--- src/rtl/mdio_arb.sv ---
// mdio_arb: round-robin arbiter sharing one MDIO engine between a PHY poller (A) and a host (B).
module mdio_arb #(
  parameter int START_WAIT = 15,
  parameter int TIMEOUT    = 4095
) (
  input  logic        clock,
  input  logic        rst,
  input  logic        a_req,
  input  logic        b_req,
  input  logic        a_wr,
  input  logic        b_wr,
  input  logic [4:0]  a_addr,
  input  logic [4:0]  b_addr,
  input  logic [15:0] a_wdata,
  input  logic [15:0] b_wdata,
  output logic        a_ack,
  output logic        b_ack,
  output logic        a_err,
  output logic        b_err,
  output logic [15:0] a_rdata,
  output logic [15:0] b_rdata,
  output logic [4:0]  mdio_addr,
  output logic [15:0] mdio_wr_data,
  output logic        mdio_rd_request,
  output logic        mdio_wr_request,
  input  logic        mdio_ready,
  input  logic [15:0] mdio_rd_data,
  output logic        busy
);
  typedef enum logic [2:0] {IDLE, ISSUE, WAIT_START, WAIT_DONE, DONE} state_t;
  state_t      r_state;
  logic [11:0] r_cnt;
  logic        r_last_b;
  logic        r_sel_b;
  logic        r_wr;
  logic        w_grant_b;
  logic        w_fin_ok;
  logic        w_fin_err;
  logic [15:0] w_fin_data;
  // B wins only when alone or when A was served last
  assign w_grant_b  = b_req && (!a_req || !r_last_b);
  assign w_fin_ok   = r_state == WAIT_DONE && mdio_ready;
  assign w_fin_err  = (r_state == WAIT_START && mdio_ready && r_cnt == 12'(START_WAIT - 1)) ||
                      (r_state == WAIT_DONE && !mdio_ready && r_cnt == 12'(TIMEOUT - 1));
  assign w_fin_data = w_fin_err ? 16'hFFFF : (r_wr ? 16'h0000 : mdio_rd_data);
  assign busy       = r_state != IDLE;
  always_ff @(posedge clock) begin
    if (rst) begin
      r_state         <= IDLE;
      r_cnt           <= '0;
      r_last_b        <= 1'b1;
      r_sel_b         <= 1'b0;
      r_wr            <= 1'b0;
      a_ack           <= 1'b0;
      b_ack           <= 1'b0;
      a_err           <= 1'b0;
      b_err           <= 1'b0;
      a_rdata         <= '0;
      b_rdata         <= '0;
      mdio_addr       <= '0;
      mdio_wr_data    <= '0;
      mdio_rd_request <= 1'b0;
      mdio_wr_request <= 1'b0;
    end else begin
      a_ack           <= 1'b0;
      b_ack           <= 1'b0;
      mdio_rd_request <= 1'b0;
      mdio_wr_request <= 1'b0;
      case (r_state)
        IDLE: if (mdio_ready && (a_req || b_req)) begin
          r_sel_b         <= w_grant_b;
          r_last_b        <= w_grant_b;
          r_wr            <= w_grant_b ? b_wr : a_wr;
          mdio_addr       <= w_grant_b ? b_addr : a_addr;
          mdio_wr_data    <= w_grant_b ? b_wdata : a_wdata;
          mdio_rd_request <= !(w_grant_b ? b_wr : a_wr);
          mdio_wr_request <= w_grant_b ? b_wr : a_wr;
          r_state         <= ISSUE;
        end
        ISSUE: begin
          r_cnt   <= '0;
          r_state <= WAIT_START;
        end
        WAIT_START: begin
          r_cnt <= mdio_ready ? r_cnt + 12'd1 : '0;
          if (!mdio_ready) r_state <= WAIT_DONE;
        end
        WAIT_DONE: r_cnt <= r_cnt + 12'd1;
        default: r_state <= IDLE;
      endcase
      if (w_fin_ok || w_fin_err) begin
        r_state <= DONE;
        if (r_sel_b) begin
          b_ack   <= 1'b1;
          b_err   <= w_fin_err;
          b_rdata <= w_fin_data;
        end else begin
          a_ack   <= 1'b1;
          a_err   <= w_fin_err;
          a_rdata <= w_fin_data;
        end
      end
    end
  end
endmodule

--- config.mk ---
export PLATFORM = sky130hd
export DESIGN_NAME = mdio_arb
export DESIGN_NICKNAME = d
export VERILOG_FILES = /design/src/rtl/mdio_arb.sv
export SDC_FILE = /design/constraint.sdc
export NUM_CORES = 1
export LEC_CHECK = 0
export BUFFER_PORTS_ARGS = -buffer_cell sky130_fd_sc_hd__clkbuf_2
export CAP_MARGIN = 20
export CORE_MARGIN = 2
export CORE_UTILIZATION = 49
export DETAILED_ROUTE_END_ITERATION = 8
export GPL_ROUTABILITY_DRIVEN = 0
export PLACE_DENSITY = 0.79
export SYNTH_ARGS = -nofsm -noshare
export SYNTH_HDL_FRONTEND = slang
export SYNTH_SLANG_ARGS = --single-unit
--- constraint.sdc ---
create_clock -name clock -period 2.05 [get_ports clock]
set_clock_uncertainty 0.2 [all_clocks]
set_input_delay 0.41 -clock clock [delete_from_list [all_inputs] [get_ports clock]]
set_output_delay 0.41 -clock clock [all_outputs]
set_load 0.03 [all_outputs]
# After elaboration in Yosys (flattened, before gate mapping)
# Index checks and enable logic that the tools add are counted.
[totals]
wordCells = 71
out_inout_bits = 60
reg_bits = 77
mem_bits_rw = 0
latch_bits = 0
memories = 0
rom_bits = 0
input_bits = 65
[op_classes]
n_div = 0
order_cmp = 0
shifts = 0
addsub = 1
n_bitwise = 5
mul = 0
n_mux = 13
n_eq_ne = 10
reduce_logical = 26
[ops]
columns = ["operator", "count"]
rows = [
  ["16-bit two-way mux", 3],
  ["12-bit case mux with 3 select lines", 1],
  ["12-bit by 1-bit adder with 12-bit output, second input constant", 1],
  ["12-bit == test, second input constant", 1],
  ["12-bit by 4-bit == test with 1-bit output, second input constant", 1],
  ["12-bit two-way mux", 1],
  ["3-bit case mux with 4 select lines", 1],
  ["3-bit two-way mux", 3],
  ["1-bit logical AND", 7],
  ["3-bit by 2-bit == test with 1-bit output, second input constant", 2],
  ["2-bit AND reduction", 3],
  ["3-bit AND reduction", 2],
  ["3-bit nonzero test", 2],
  ["5-bit two-way mux", 1],
  ["1-bit inverter", 5],
  ["1-bit zero test", 4],
  ["1-bit logical OR", 4],
  ["2-bit != test, second input constant", 2],
  ["2-bit OR reduction", 2],
  ["3-bit by 1-bit == test with 1-bit output, second input constant", 1],
  ["3-bit zero test", 1],
  ["1-bit two-way mux", 3],
  ["3-bit by 2-bit != test with 1-bit output, second input constant", 1],
  ["3-bit != test, second input constant", 1],
  ["2 further kinds", 2],
]

# Logic depth before layout (Yosys ltp)
# Gate-level depths: netlist (run 1).
[depth]
depth_word = 7
mapped_depth = 7
mapped_depth_nobuf = 5

# Least setup slack after synthesis (run 1)
# OpenSTA, ideal clock, no wires.
[synth_timing]
kind = "reg-to-reg"
startpoint = "register r_state[0]"
endpoint = "register a_rdata[10]"
path_stages_with_launch = 8
n_path_buf = 3
t_arrival_ns = 1.484
t_required_ns = 1.716
synth_period_minus_slack_ns = 1.818
path_slack_ns = 0.232
setup_ns = 0.134
path_cell_list = "dfxtp_1 -> buf_2 -> and4b_1 -> nand2b_1 -> buf_2 -> buf_2 -> mux2i_1 -> o22ai_1"
[synth_via]
elab_chain_cells = 6
elab_cells_between_ends = 11
cone_classes = "eq/ne: 2; mux: 1; reduce/logical: 8"
[synth_lines]
columns = ["item", "line", "rtl"]
rows = [
  ["start: declaration", "31", "state_t r_state;"],
  ["start signal: assignment", "49", "r_state <= IDLE;"],
  ["start signal: assignment", "78", "r_state <= ISSUE;"],
  ["start signal: assignment", "82", "r_state <= WAIT_START;"],
  ["3-bit by 2-bit == test with 1-bit output (on tied branches)", "43, 42, 44", ""],
  ["1-bit logical AND (on tied branches) (2 in a row)", "43, 44", ""],
  ["1-bit logical OR", "43", "assign w_fin_err = (r_state == WAIT_START && mdio_ready && r_cnt == 12'(START_WAIT - 1)) ||"],
  ["1-bit logical OR", "91", "if (w_fin_ok || w_fin_err) begin"],
  ["2-bit AND reduction (no line)", "--", ""],
  ["end signal: assignment", "100", "a_rdata <= w_fin_data;"],
  ["end: declaration", "20", "output logic [15:0] a_rdata,"],
]
# Parallel ways exist; a longest one is shown, timed or not.
# A chain may end at the register's enable or synchronous reset.

# Worst setup path after layout (run 1)
[layout_timing]
startpoint = "register r_state[0]"
endpoint = "output port busy"
[layout_via]
elab_chain_cells = 1
[layout_lines]
columns = ["item", "line", "rtl"]
rows = [
  ["3-bit nonzero test", "46", "assign busy = r_state != IDLE;"],
  ["end: declaration", "28", "output logic busy"],
]
# No other way between the ends.

==> results of run 1 <==
kinds of logic (layout without fill, tap and decap cells):
group / count (synthesis) / count (layout) / share of synthesized area, %
adders and majority gates: 2 / 2 / 0.7387
muxes: 55 / 55 / 16.25
buffers and inverters: 31 / 153 / 4.248
and+or+nand+nor: 104 / 104 / 16.29
AOI/OAI and AO/OA: 78 / 78 / 15.15
DFF: 77 / 77 / 45.51
xor gates and xnor gates: 7 / 7 / 1.810
cells in the final DEF, fill, tap and decap left out, drive strengths merged, types with 9 or more instances in the layout:
| master | count |
|---|---|
| clkbuf | 134 |
| dfxtp | 77 |
| mux2i | 55 |
| nor2 | 38 |
| o22ai | 32 |
| a211oi | 24 |
| nor2b | 16 |
| buf | 10 |
| a21oi | 9 |
| nand2 | 9 |
| or3 | 9 |
power groups by stage:
stage               logic [uW]  clock network [uW]  registers [uW]
floorplan                  264                   0            1720
global placement           530                   0            1630
detailed placement         541                   0            1630
finish                     542                1390            1600
CTS                        545                1420            1590
global route               593                1480            1600
layout make-up:
type                       instances  area [um^2]
inverter                           3        11.26
sequential                        77         1543
clock buffer                      10        137.6
clock inverter                     6        108.9
timing repair buffer             134        758.2
multi-input combinational        246         1722
fill                             596         2376
tap                               80        100.1
routing by layer:
layer | global-route usage [%] | wire [um]
met1 | 25.60 | 3397
met2 | 34.98 | 3865
met3 | 4.265 | 499
met4 | 9.510 | 244
met5 | 0 | 0
state kept, by name, summed over array words and instances (netlist names):
| register | cells |
|---|---|
| a_ack | 1 |
| r_state | 3 |
| r_wr | 1 |
| mdio_rd_request | 1 |
| b_ack | 1 |
| mdio_wr_request | 1 |
| r_sel_b | 1 |
| mdio_wr_data | 16 |
| r_last_b | 1 |
| a_rdata | 16 |
| r_cnt | 12 |
| b_err | 1 |
| b_rdata | 16 |
| mdio_addr | 5 |
| a_err | 1 |
stage by stage:
stage	std cells	area, um^2	setup WS [ns]	total power [uW]	util (%)
2_1_floorplan	354	3387	0.2322	1981	-
3_3_place_gp	540	4133	0.1986	2156	61.17
3_5_place_dp	540	4133	0.1647	2170	61.17
4_1_cts	556	4379	0.03489	3557	64.81
5_1_grt	556	4380	0.003921	3678	64.83
6_report	556	4380	0.04738	3530	64.83
synth_stat cells, drive strengths merged:
| master | n |
|---|---|
| nand4 | 4 |
| ha | 2 |
| or3 | 9 |
| xnor2 | 2 |
| or4 | 2 |
| xor2 | 5 |
| dfxtp | 77 |
| nand2b | 4 |
| or2 | 1 |
| inv | 3 |
| mux2i | 55 |
| and2 | 2 |
| and3b | 1 |
| a21boi | 1 |
| clkbuf | 11 |
| nor2b | 16 |
| o21ai | 7 |
| and3 | 3 |
| o22ai | 32 |
| nand2 | 9 |
| a2bb2oi | 1 |
| nor3b | 1 |
| nand3b | 2 |
| buf | 17 |
| nor3 | 3 |
| o21ba | 1 |
| a31oi | 1 |
| and4b | 1 |
| o21bai | 2 |
| nor2 | 38 |
| nor4 | 3 |
| a211oi | 24 |
| nand3 | 4 |
| and4 | 1 |
| a21oi | 9 |
worst reg2reg max path: cells and delay by family (launching register included):
| kind | cells | cell delay (ns) |
|---|---|---|
| DFF | 1 | 0.37 |
| and+or+nand+nor | 2 | 0.73 |
| buffers and inverters | 1 | 0.18 |
| AOI/OAI and AO/OA | 2 | 0.32 |
repair_timing:
item | 4_1_cts | 5_1_grt
hold buffers | 0 | 0
endpoints found under the hold margin | 0 | 0
setup endpoints to repair | 0 | 1
gates resized for setup | 0 | 1
worst min path at each step:
stage                     startpoint         end
after floorplan             r_last_b    r_last_b
final                            rst       a_ack
after CTS                        rst       a_ack
after detailed placement       b_err       b_err
after global routing             rst  r_state[2]
after global placement      r_last_b    r_last_b
==> reports/metrics.sh, run 1 <==
DRIVE_GT1_SHARE_PCT=33.61
PATH_CELLS='or3_4 -> clkbuf_2'
HOLD_PATH.CLASS='input port to register'
FIRST_GLOBAL_VIAS=2763
CP.ARRIVAL_NS=1.39
YS_SEQ_ELEMENTS=77
HOLDWS_NS=0.1562
SYNTH.AVG_CELL_AREA_UM2=9.568
CTS_MADE_BUFFERS=9
FINAL.MIN_CLOCK_PERIOD_NS=2.003
POST-SYNTH-TOP-AREA-FRACTION_PCT=45.51
MIN_DELAY_PATH_DEPTH=2
NUMBER_OF_DETAILED_ROUTING_ITERATIONS_RUN_BEFORE_ANTENNA_REPAIR=4
CAP_VIOLATIONS=0
CTS.PATH.MAX_BUFFERS=2
GRT_PASS1_WL_MM=12.62
NETLIST-CELL-TYPE-COUNT=41
SETUP-VIOLATIONS-FINAL=0
WORSTSKEWPAIRLATENCY_NS=0.35
INTPOWER_uW=2610
ROOT_BUF_CELL='clkbuf_8'
FLOORPLAN.CORE_AREA_UM2=6756
DIE-HEIGHT_UM=87.14
AREA_DELTA_SYNTH_FINAL_PCT=29.33
DIEWIDTH_UM=87.14
DR_TOTAL_VIAS=3037
CRIT_PATH_START_KIND='register'
WORSTREGTOREGCELLS=5
DETAIL_ROUTE.DRC_VIOLATIONS=0
POWER_FRAC_SEQ_PCT=45.2
SYNTH.YOSYS.SEQ_AREA_SHARE_PCT=45.51
TIMING.FINAL.CRIT_SHARE_PCT=97.69
LONGEST_INDIVIDUAL_STAGE_DELAY_ON_THE_WORST_PATH_NS=0.45
CRITICAL_PATH.REG2REG.ENDPOINT='b_rdata[0]'
WIRELENGTH_MM=8.006
DIEAREA_UM2=7593
DRT_ITER0_MARKERS=83
POWER.STATIC_LEAKAGE_uW=0.002090
TIMING.MAX_SLEW.REL_SLACK_PCT=58.20
TRITONCTS='yes'
NUMBER_OF_STANDARD_CELLS_AFTER_SYNTHESIS=354
FINALNETCOUNT=538
PWR_DENSITY_CELL_nW_PER_UM2=805.8
TIGHTEST_SLEW_NS=0.6270
CRITICAL_PATH_BUF_INV_COUNT=1
YOSYS-TOP-CELLS-AREA='dfxtp_1, mux2i_1, o22ai_1, a211oi_1, nor2_1'
DETAIL_ROUTE.WL_PER_CELL_UM=14.40
GRT_MAX_DEGREE=48
ENDPOINT_KIND='output pin'
IO_BUFFER_COUNT=124
SW_FRAC_OF_TOTAL_PCT=26.06
SYNTH_AREA_LEADER_CELL='dfxtp_1'
GRT_OVF=0
CRIT_END='busy'
WORST_SETUP_HOLD_PATH_CLK_SLEW_NS=0.08
FINAL-HOLD-VIOLATION-COUNT=0
GRT_SETUP_UNREPAIRED='no'
WORST_PATH_DOMINANT_CELL_FAMILY='simple AND/OR/NAND/NOR gates'
STATUS='complete, no violations'
ROWS=30
MAXCLOCKFREQUENCY_GHz=0.4993
CP.DEPTH=2
CRIT_TYPE='register to output pin'
R2R_START='r_cnt[4]'
CLOCK_SINKS=77
SYNTH_FP_NETS=421
INITIAL_UTILIZATION_PCT=50.13
POWER_SPENT_CHARGING_AND_DISCHARGING_NETS_uW=919.8
SHARE_OF_POWER_BURNED_IN_THE_CLOCK_NETWORK_PCT=39.4
WORST_PATH_MAX_DELAY_CELL='or3_4'
GRT_USE_TOTAL_PCT=20.80
COMBPWRFRAC_PCT=15.4
GRT_ANTENNA_BEFORE_REPAIR=0
REG2REG_SLACK_NS=0.16
WORST_EP_REQUIRED_TIME_NS=1.44
ROUTE.DETAILED.VIAS_PER_INST=5.462
CP-STARTPOINT='r_state[0]'
SETUP_TOTAL_NEGATIVE_SLACK_NS=0
ANTENNA_VIOLATING_NETS_POST_ROUTE=0
CTS_MAX_LEVEL=3
IO_PINS=125
MAPPED_AREA_UM2=3387
REPORT.FINAL.SLEW_VIOL_COUNT=0
YS_WARN_COUNT=0
POST_CTS.REPAIR.SETUP_BUFFERS=0
POST-DP-HPWL_MM=5.612
CRITICAL_PATH.MAX_FANOUT=10
VDD_IR_DROP_MAX_mV=0.3419
N_ANTENNA_CELL=0
No activity file was read; power rests on OpenSTA's default activity.
==> run 2, diff against run 1 <==
--- a/config.mk
+++ b/config.mk
@@ -8,9 +8,9 @@
 export BUFFER_PORTS_ARGS = -buffer_cell sky130_fd_sc_hd__clkbuf_2
 export CAP_MARGIN = 20
-export CORE_MARGIN = 2
-export CORE_UTILIZATION = 49
+export CORE_UTILIZATION = 50
+export CTS_BUF_LIST = sky130_fd_sc_hd__clkbuf_4 sky130_fd_sc_hd__clkbuf_8
 export DETAILED_ROUTE_END_ITERATION = 8
 export GPL_ROUTABILITY_DRIVEN = 0
-export PLACE_DENSITY = 0.79
+export PLACE_DENSITY = 0.81
 export SYNTH_ARGS = -nofsm -noshare
 export SYNTH_HDL_FRONTEND = slang
==> constraint.sdc (replaced) <==
create_clock -name clock -period 2.05 [get_ports clock]
set_clock_uncertainty 0.2 [all_clocks]
set_input_delay 0.1025 -clock clock [delete_from_list [all_inputs] [get_ports clock]]
set_output_delay 0.1025 -clock clock [all_outputs]
set_load 0.03 [all_outputs]
==> run 2 against run 1 <==
  * The run now ends with design-rule violations left
  * Combinational power grew 18%
  * Maximum frequency increased by 3.8%
  * Global-route usage up 8.4 points
  * Final cell count grew 8.5%
  * Setup slack improved by 0.074 ns
  * Via count rose by 11%
==> reports/metrics.sh, run 2 (synthesis results as in run 1) <==
PATH_CELLS='or4_1 -> nor2_4 -> a2bb2oi_4 -> buf_4 -> o22ai_1'  # was or3_4 -> clkbuf_2
GRT_OVF=0  # unchanged
WORST_PATH_DOMINANT_CELL_FAMILY='simple AND/OR/NAND/NOR gates'  # unchanged
SW_FRAC_OF_TOTAL_PCT=27.38  # was 26.06%
WIRELENGTH_MM=10.03  # was 8.006 mm
DRIVE_GT1_SHARE_PCT=31.75  # was 33.61%
ENDPOINT_KIND='register'  # was output pin
CTS_MADE_BUFFERS=9  # unchanged
SETUP_TOTAL_NEGATIVE_SLACK_NS=0  # unchanged
GRT_MAX_DEGREE=48  # unchanged
PWR_DENSITY_CELL_nW_PER_UM2=697.4  # was 805.8 nW/um^2
DIEAREA_UM2=7107  # was 7593 um^2
VDD_IR_DROP_MAX_mV=0.5232  # was 0.3419 mV
ROUTE.DETAILED.VIAS_PER_INST=5.569  # was 5.462
COMMONEST_NON_FILL_NON_TAP_CELL_IN_THE_LAYOUT='clkbuf_2'  # unchanged
FINALNETCOUNT=590  # was 538
GRT_ANTENNA_BEFORE_REPAIR=0  # unchanged
SETUP-VIOLATIONS-FINAL=0  # unchanged
LONGEST_INDIVIDUAL_STAGE_DELAY_ON_THE_WORST_PATH_NS=0.59  # was 0.45 ns
GRT_SETUP_UNREPAIRED='no'  # unchanged
INTPOWER_uW=2445  # was 2610 uW
CTS_MAX_LEVEL=3  # unchanged
TIGHTEST_SLEW_NS=0.6678  # was 0.6270 ns
POWER_FRAC_SEQ_PCT=47.8  # was 45.2%
REPORT.FINAL.SLEW_VIOL_COUNT=0  # unchanged
INITIAL_UTILIZATION_PCT=52.44  # was 50.13%
ROWS=29  # was 30
POWER_SPENT_CHARGING_AND_DISCHARGING_NETS_uW=922.1  # was 919.8 uW
MAXCLOCKFREQUENCY_GHz=0.5185  # was 0.4993 GHz
AREA_DELTA_SYNTH_FINAL_PCT=42.56  # was 29.33%
FINAL-HOLD-VIOLATION-COUNT=0  # unchanged
N_ANTENNA_CELL=0  # unchanged
FIRST_GLOBAL_VIAS=3288  # was 2,763
FINAL.MIN_CLOCK_PERIOD_NS=1.929  # was 2.003 ns
TRITONCTS='yes'  # unchanged
WORST_PATH_MAX_DELAY_CELL='or4_1'  # was or3_4
DETAIL_ROUTE.DRC_VIOLATIONS=10  # was 0
GRT_USE_TOTAL_PCT=29.18  # was 20.80%
CAP_VIOLATIONS=0  # unchanged
IO_PINS=125  # unchanged
DRT_ITER0_MARKERS=184  # was 83
ROOT_BUF_CELL='clkbuf_8'  # unchanged
GRT_PASS1_WL_MM=16.28  # was 12.62 mm
WORST_SLACK_NS=0.1213  # was 0.04738 ns
CRITICAL_PATH.MAX_FANOUT=14  # was 10
CRIT_TYPE='register to register'  # was register to output pin
NUMBER_OF_DETAILED_ROUTING_ITERATIONS_RUN_BEFORE_ANTENNA_REPAIR=9  # was 4
SHARE_OF_POWER_BURNED_IN_THE_CLOCK_NETWORK_PCT=33.2  # was 39.4%
CLOCK_SINKS=77  # unchanged
STATUS='complete, but fails checks'  # was complete, no violations
WORST_EP_REQUIRED_TIME_NS=2.12  # was 1.44 ns
WORST_SETUP_HOLD_PATH_CLK_SLEW_NS=0.07  # was 0.08 ns
REG.LARGEST.LIST='a_rdata x16, b_rdata x16, mdio_wr_data x16'  # unchanged
COMBPWRFRAC_PCT=19.0  # was 15.4%
TIMING.MAX_SLEW.REL_SLACK_PCT=55.42  # was 58.20%
HOLD_PATH.CLASS='input port to register'  # unchanged
CRITICAL_PATH_BUF_INV_COUNT=1  # unchanged
DIEWIDTH_UM=84.31  # was 87.14 um
CRIT_PATH_START_KIND='register'  # unchanged
FLOORPLAN.CORE_AREA_UM2=6459  # was 6756 um^2
POWER.STATIC_LEAKAGE_uW=0.002281  # was 0.002090 uW
POST-DP-HPWL_MM=5.860  # was 5.612 mm
TIMING.FINAL.CRIT_SHARE_PCT=94.08  # was 97.69%
PRE_CTS_WS_NS=0.02973  # was 0.1647 ns
WORSTSKEWPAIRLATENCY_NS=0.35  # about the same
VIOLATED_CHECKS='design-rule violations'
FILLER_CELL_COUNT=453  # was 596
CP.ARRIVAL_NS=2.00  # was 1.39 ns
DR_TOTAL_VIAS=3358  # was 3,037
MOSTFREQUENTLAYOUTCELLS='clkbuf_2, dfxtp_1, mux2i_1, dlygate4sd3_1, nor2_1'  # was clkbuf_2, dfxtp_1, mux2i_1, nor2_1, o22ai_1
DETAIL_ROUTE.WL_PER_CELL_UM=16.64  # was 14.40 um
IO_BUFFER_COUNT=124  # unchanged
DIE-HEIGHT_UM=84.31  # was 87.14 um
CTS.PATH.MAX_BUFFERS=2  # unchanged
ANTENNA_VIOLATING_NETS_POST_ROUTE=0  # unchanged
==> run 2: cell count changes in the layout (fill, tap and decap cells not counted), moves of 2 or more <==
cell,before,now
buf_4,5,13
dlygate4sd3_1,0,45
buf_12,5,3
clkbuf_4,0,2
nor2_4,0,2
bufinv_16,3,1
==> run 2: power by group through the flow <==
stage          Combinational (uW)  Sequential (uW)  Clock, uW
3_3_place_gp                  516             1640          0
2_1_floorplan                 264             1720          0
4_1_cts                       599             1610       1130
5_1_grt                       686             1620       1210
6_report                      640             1610       1120
3_5_place_dp                  528             1640          0
==> run 2: worst min-delay path, cell delays in order <==
cell	delay, ns
clkbuf_2	0.08
nor2b_1	0.13
mux2i_1	0.12
o22ai_1	0.09
==> run 2: worst paths after layout <==
path                          end  slack (ns)             from  cells after the start
hold / removal         a_rdata[4]        0.02  mdio_rd_data[4]                      4
setup / recovery       a_rdata[2]        0.12         r_cnt[8]                      5
hold reg to reg   mdio_wr_data[0]        0.30  mdio_wr_data[0]                      2
setup reg to reg       a_rdata[2]        0.12         r_cnt[8]                      5
==> run 2: area by class of cell <==
type                    count  area [um^2]  area share [%]
clock inverters             2        35.03          0.7256
repair buffers            186         1240           25.68
clock buffers              12        152.6           3.161
multi-input cells         246         1750           36.25
well taps                  77        96.34           1.995
inverters                   3        11.26          0.2332
flip-flops and latches     77         1543           31.95
==> run 2: metrics by stage <==
stage	utilization, %	hold slack [ns]	cells	power (uW)	cell area (um^2)
floorplan	-	0.07688	354	1981	3387
global placement	63.74	0.2211	538	2153	4116
detailed placement	63.74	0.2302	538	2167	4116
CTS	73.61	0.01094	597	3340	4755
global route	74.76	0.01433	603	3510	4828
finish	74.76	0.01910	603	3367	4828
==> run 2: layer usage <==
| metal | vias up | share of wire [%] | global-route usage [%] |
|---|---|---|---|
| met3 | 26 | 7.1 | 7.571 |
| met5 | - | 0 | 0 |
| met2 | 147 | 50 | 50.22 |
| met1 | 1559 | 41 | 34.44 |
| met4 | 0 | 2.6 | 12.54 |
| li1 | 1626 | - | - |
==> run 2: repair_timing <==
item,in CTS,in global routing
resized for setup,0,6
hold endpoints to repair,24,0
hold buffers,45,0
endpoints found under the setup margin,0,24
setup buffers,0,6
==> run 3, diff against run 2 <==
Settings changed: HOLD_SLACK_MARGIN from default to 0.05.
==> run 3 against run 2 <==
  * The run still ends with design-rule violations left
  * Setup slack lost 0.044 ns
  * Critical path depth rose by 1
  * Design area up 3.2%
  * Count of clock-buffer cells in the layout unchanged
  * First-iteration DRC count down 4.3%
  * Critical endpoint is now mdio_wr_data[3]
==> reports/metrics.sh, run 3 (synthesis results as in run 1) <==
ROOT_BUF_CELL='clkbuf_8'  # unchanged
POST-DP-HPWL_MM=5.860  # unchanged
CLOCK_SINKS=77  # unchanged
GRT_USE_TOTAL_PCT=29.83  # was 29.18%
REG.LARGEST.LIST='a_rdata x16, b_rdata x16, mdio_wr_data x16'  # unchanged
DRIVE_GT1_SHARE_PCT=30.13  # was 31.75%
ROWS=29  # unchanged
CRIT_END='mdio_wr_data[3]'  # was a_rdata[2]
REG2REG_SLACK_NS=0.08  # was 0.12 ns
CRIT_PATH_START_KIND='input port'  # was register
IO_PINS=125  # unchanged
FLOORPLAN.CORE_AREA_UM2=6459  # unchanged
CP-STARTPOINT='a_req'  # was r_cnt[8]
GRT_ANTENNA_BEFORE_REPAIR=0  # unchanged
GRT_OVF=0  # unchanged
AREA_DELTA_SYNTH_FINAL_PCT=47.14  # was 42.56%
CTS_MAX_LEVEL=3  # unchanged
WORST_EP_REQUIRED_TIME_NS=2.08  # was 2.12 ns
HOLD_PATH.CLASS='input port to register'  # unchanged
PATH_CELLS='dlygate4sd3_1 -> clkbuf_2 -> a21boi_4 -> mux2i_1 -> dlygate4sd3_1 -> a211oi_1'  # was or4_1 -> nor2_4 -> a2bb2oi_4 -> buf_4 -> o22ai_1
FIRST_GLOBAL_VIAS=3381  # was 3,288
FINISH.UTILIZATION_PCT=77.16  # was 74.76%
VIOLATED_CHECKS='design-rule violations'  # unchanged
NUMBER_OF_DETAILED_ROUTING_ITERATIONS_RUN_BEFORE_ANTENNA_REPAIR=8  # was 9
DIEAREA_UM2=7107  # unchanged
MAXCLOCKFREQUENCY_GHz=0.5068  # was 0.5185 GHz
LAYOUT.AREA.SEQ_UM2=1543  # unchanged
FINALNETCOUNT=605  # was 590
CRIT_TYPE='input port to register'  # was register to register
INITIAL_UTILIZATION_PCT=52.44  # unchanged
DR_TOTAL_VIAS=3391  # was 3,358
DIEWIDTH_UM=84.31  # unchanged
CRITICAL_PATH.REG2REG.ENDPOINT='mdio_wr_data[1]'  # was a_rdata[2]
R2R_START='r_state[2]'  # was r_cnt[8]
CAP_VIOLATIONS=0  # unchanged
DIE-HEIGHT_UM=84.31  # unchanged
TIMING.MAX_SLEW.REL_SLACK_PCT=54.38  # was 55.42%
TOTAL_POWER_uW=3401  # was 3367 uW
DRT_ITER0_MARKERS=176  # was 184
SETUP-VIOLATIONS-FINAL=0  # unchanged
DETAIL_ROUTE.DRC_VIOLATIONS=10  # unchanged
FINAL-HOLD-VIOLATION-COUNT=0  # unchanged
FINAL.MIN_CLOCK_PERIOD_NS=1.973  # was 1.929 ns
WIRELENGTH_MM=10.22  # was 10.03 mm
WORST_PATH_MAX_DELAY_CELL='dlygate4sd3_1'  # was or4_1
MULTIINPUTGATEAREA_UM2=1745  # was 1750 um^2
CTS.PATH.MAX_BUFFERS=2  # unchanged
GRT_SETUP_UNREPAIRED='yes'  # was no
GRT_PASS1_WL_MM=16.64  # was 16.28 mm
TIMING.FINAL.CRIT_SHARE_PCT=96.25  # was 94.08%
ANTENNA_VIOLATING_NETS_POST_ROUTE=0  # unchanged
FILLER_CELL_COUNT=428  # was 453
LONGEST_INDIVIDUAL_STAGE_DELAY_ON_THE_WORST_PATH_NS=0.59  # about the same
SETUP_TOTAL_NEGATIVE_SLACK_NS=0  # unchanged
PWR_DENSITY_CELL_nW_PER_UM2=682.5  # was 697.4 nW/um^2
N_ANTENNA_CELL=0  # unchanged
COMMONEST_NON_FILL_NON_TAP_CELL_IN_THE_LAYOUT='clkbuf_2'  # unchanged
CP_COMMON_CELL='dlygate4sd3_1'
VDD_IR_DROP_MAX_mV=0.4900  # was 0.5232 mV
CTS_MADE_BUFFERS=9  # unchanged
WORST_SETUP_HOLD_PATH_CLK_SLEW_NS=0.07  # about the same
TIGHTEST_SLEW_NS=0.6834  # was 0.6678 ns
DETAIL_ROUTE.WL_PER_CELL_UM=16.54  # was 16.64 um
CP.ARRIVAL_NS=2.01  # was 2.00 ns
WORSTSKEWPAIRLATENCY_NS=0.36  # was 0.35 ns
CRITICAL_PATH.MAX_FANOUT=8  # was 14
GRT_MAX_DEGREE=48  # unchanged
ROUTE.DETAILED.VIAS_PER_INST=5.487  # was 5.569
MOSTFREQUENTLAYOUTCELLS='clkbuf_2, dfxtp_1, dlygate4sd3_1, mux2i_1, nor2_1'  # was clkbuf_2, dfxtp_1, mux2i_1, dlygate4sd3_1, nor2_1
WORSTREGTOREGCELLS=6  # was 5
REPORT.FINAL.SLEW_VIOL_COUNT=0  # unchanged
TRITONCTS='yes'  # unchanged
STATUS='complete, but fails checks'  # unchanged
ENDPOINT_KIND='register'  # unchanged
IO_BUFFER_COUNT=124  # unchanged
POWER.STATIC_LEAKAGE_uW=0.002349  # was 0.002281 uW
[run 3: changes by cell type in the layout (fill, tap and decap cells not counted), sizes merged]
cell	previous run	this run
dlymetal6s4s	0	1
buf	17	14
dlygate4sd3	45	62
[run 3: worst min-delay path by stage]
stage | start | endpoint | slack (ns) | depth (start not counted)
after global placement | rst | b_ack | 0.22 | 3
after global routing | b_req | r_last_b | 0.08 | 4
final | b_req | r_last_b | 0.07 | 4
after detailed placement | rst | b_ack | 0.23 | 3
after CTS | b_req | r_sel_b | 0.06 | 4
after floorplan | rst | b_ack | 0.08 | 2
[run 3: through the flow]
| step | setup slack, ns | cells | area [um^2] | hold WS [ns] |
|---|---|---|---|---|
| 3_3_place_gp | 0.1327 | 538 | 4116 | 0.2211 |
| 4_1_cts | 0.01238 | 615 | 4935 | 0.05744 |
| 5_1_grt | -0.01826 | 618 | 4984 | 0.08395 |
| 2_1_floorplan | 0.2322 | 354 | 3387 | 0.07688 |
| 3_5_place_dp | 0.02973 | 538 | 4116 | 0.2302 |
| 6_report | 0.07678 | 618 | 4984 | 0.07048 |
[run 3: cell type report]
type,count,area share [%]
multi-input combinational,246,35.02
sequential,77,30.96
timing repair buffer,201,28.09
clock buffer,12,3.063
tap,77,1.933
clock inverter,2,0.7030
inverter,3,0.2260
[run 3: critical path, delay by kind of cell]
kind,cells,cell delay (ns)
buf+inv,3,1.26
compound gates,2,0.36
mux,1,0.28
[run 3: power breakdown]
part | internal, uW | switching, uW
Sequential | 1560 | 55.5
Combinational | 298 | 365
Clock | 608 | 519
Total | 2460 | 939
[run 3: timing repair]
action	in CTS	in global routing
hold endpoints to repair	57	0
hold buffers	63	0
endpoints found under the setup margin	0	29
resized for setup	0	6
buffers inserted	0	3
[run 3: metal layers]
layer	share of wire (%)	GRT usage (%)	up-vias	wire length, um
met5	0	0	-	0
met4	3.4	16.30	0	349
met3	7.3	8.358	34	746
met2	49	49.93	161	4969
met1	41	34.63	1544	4153
li1	-	-	1652	-
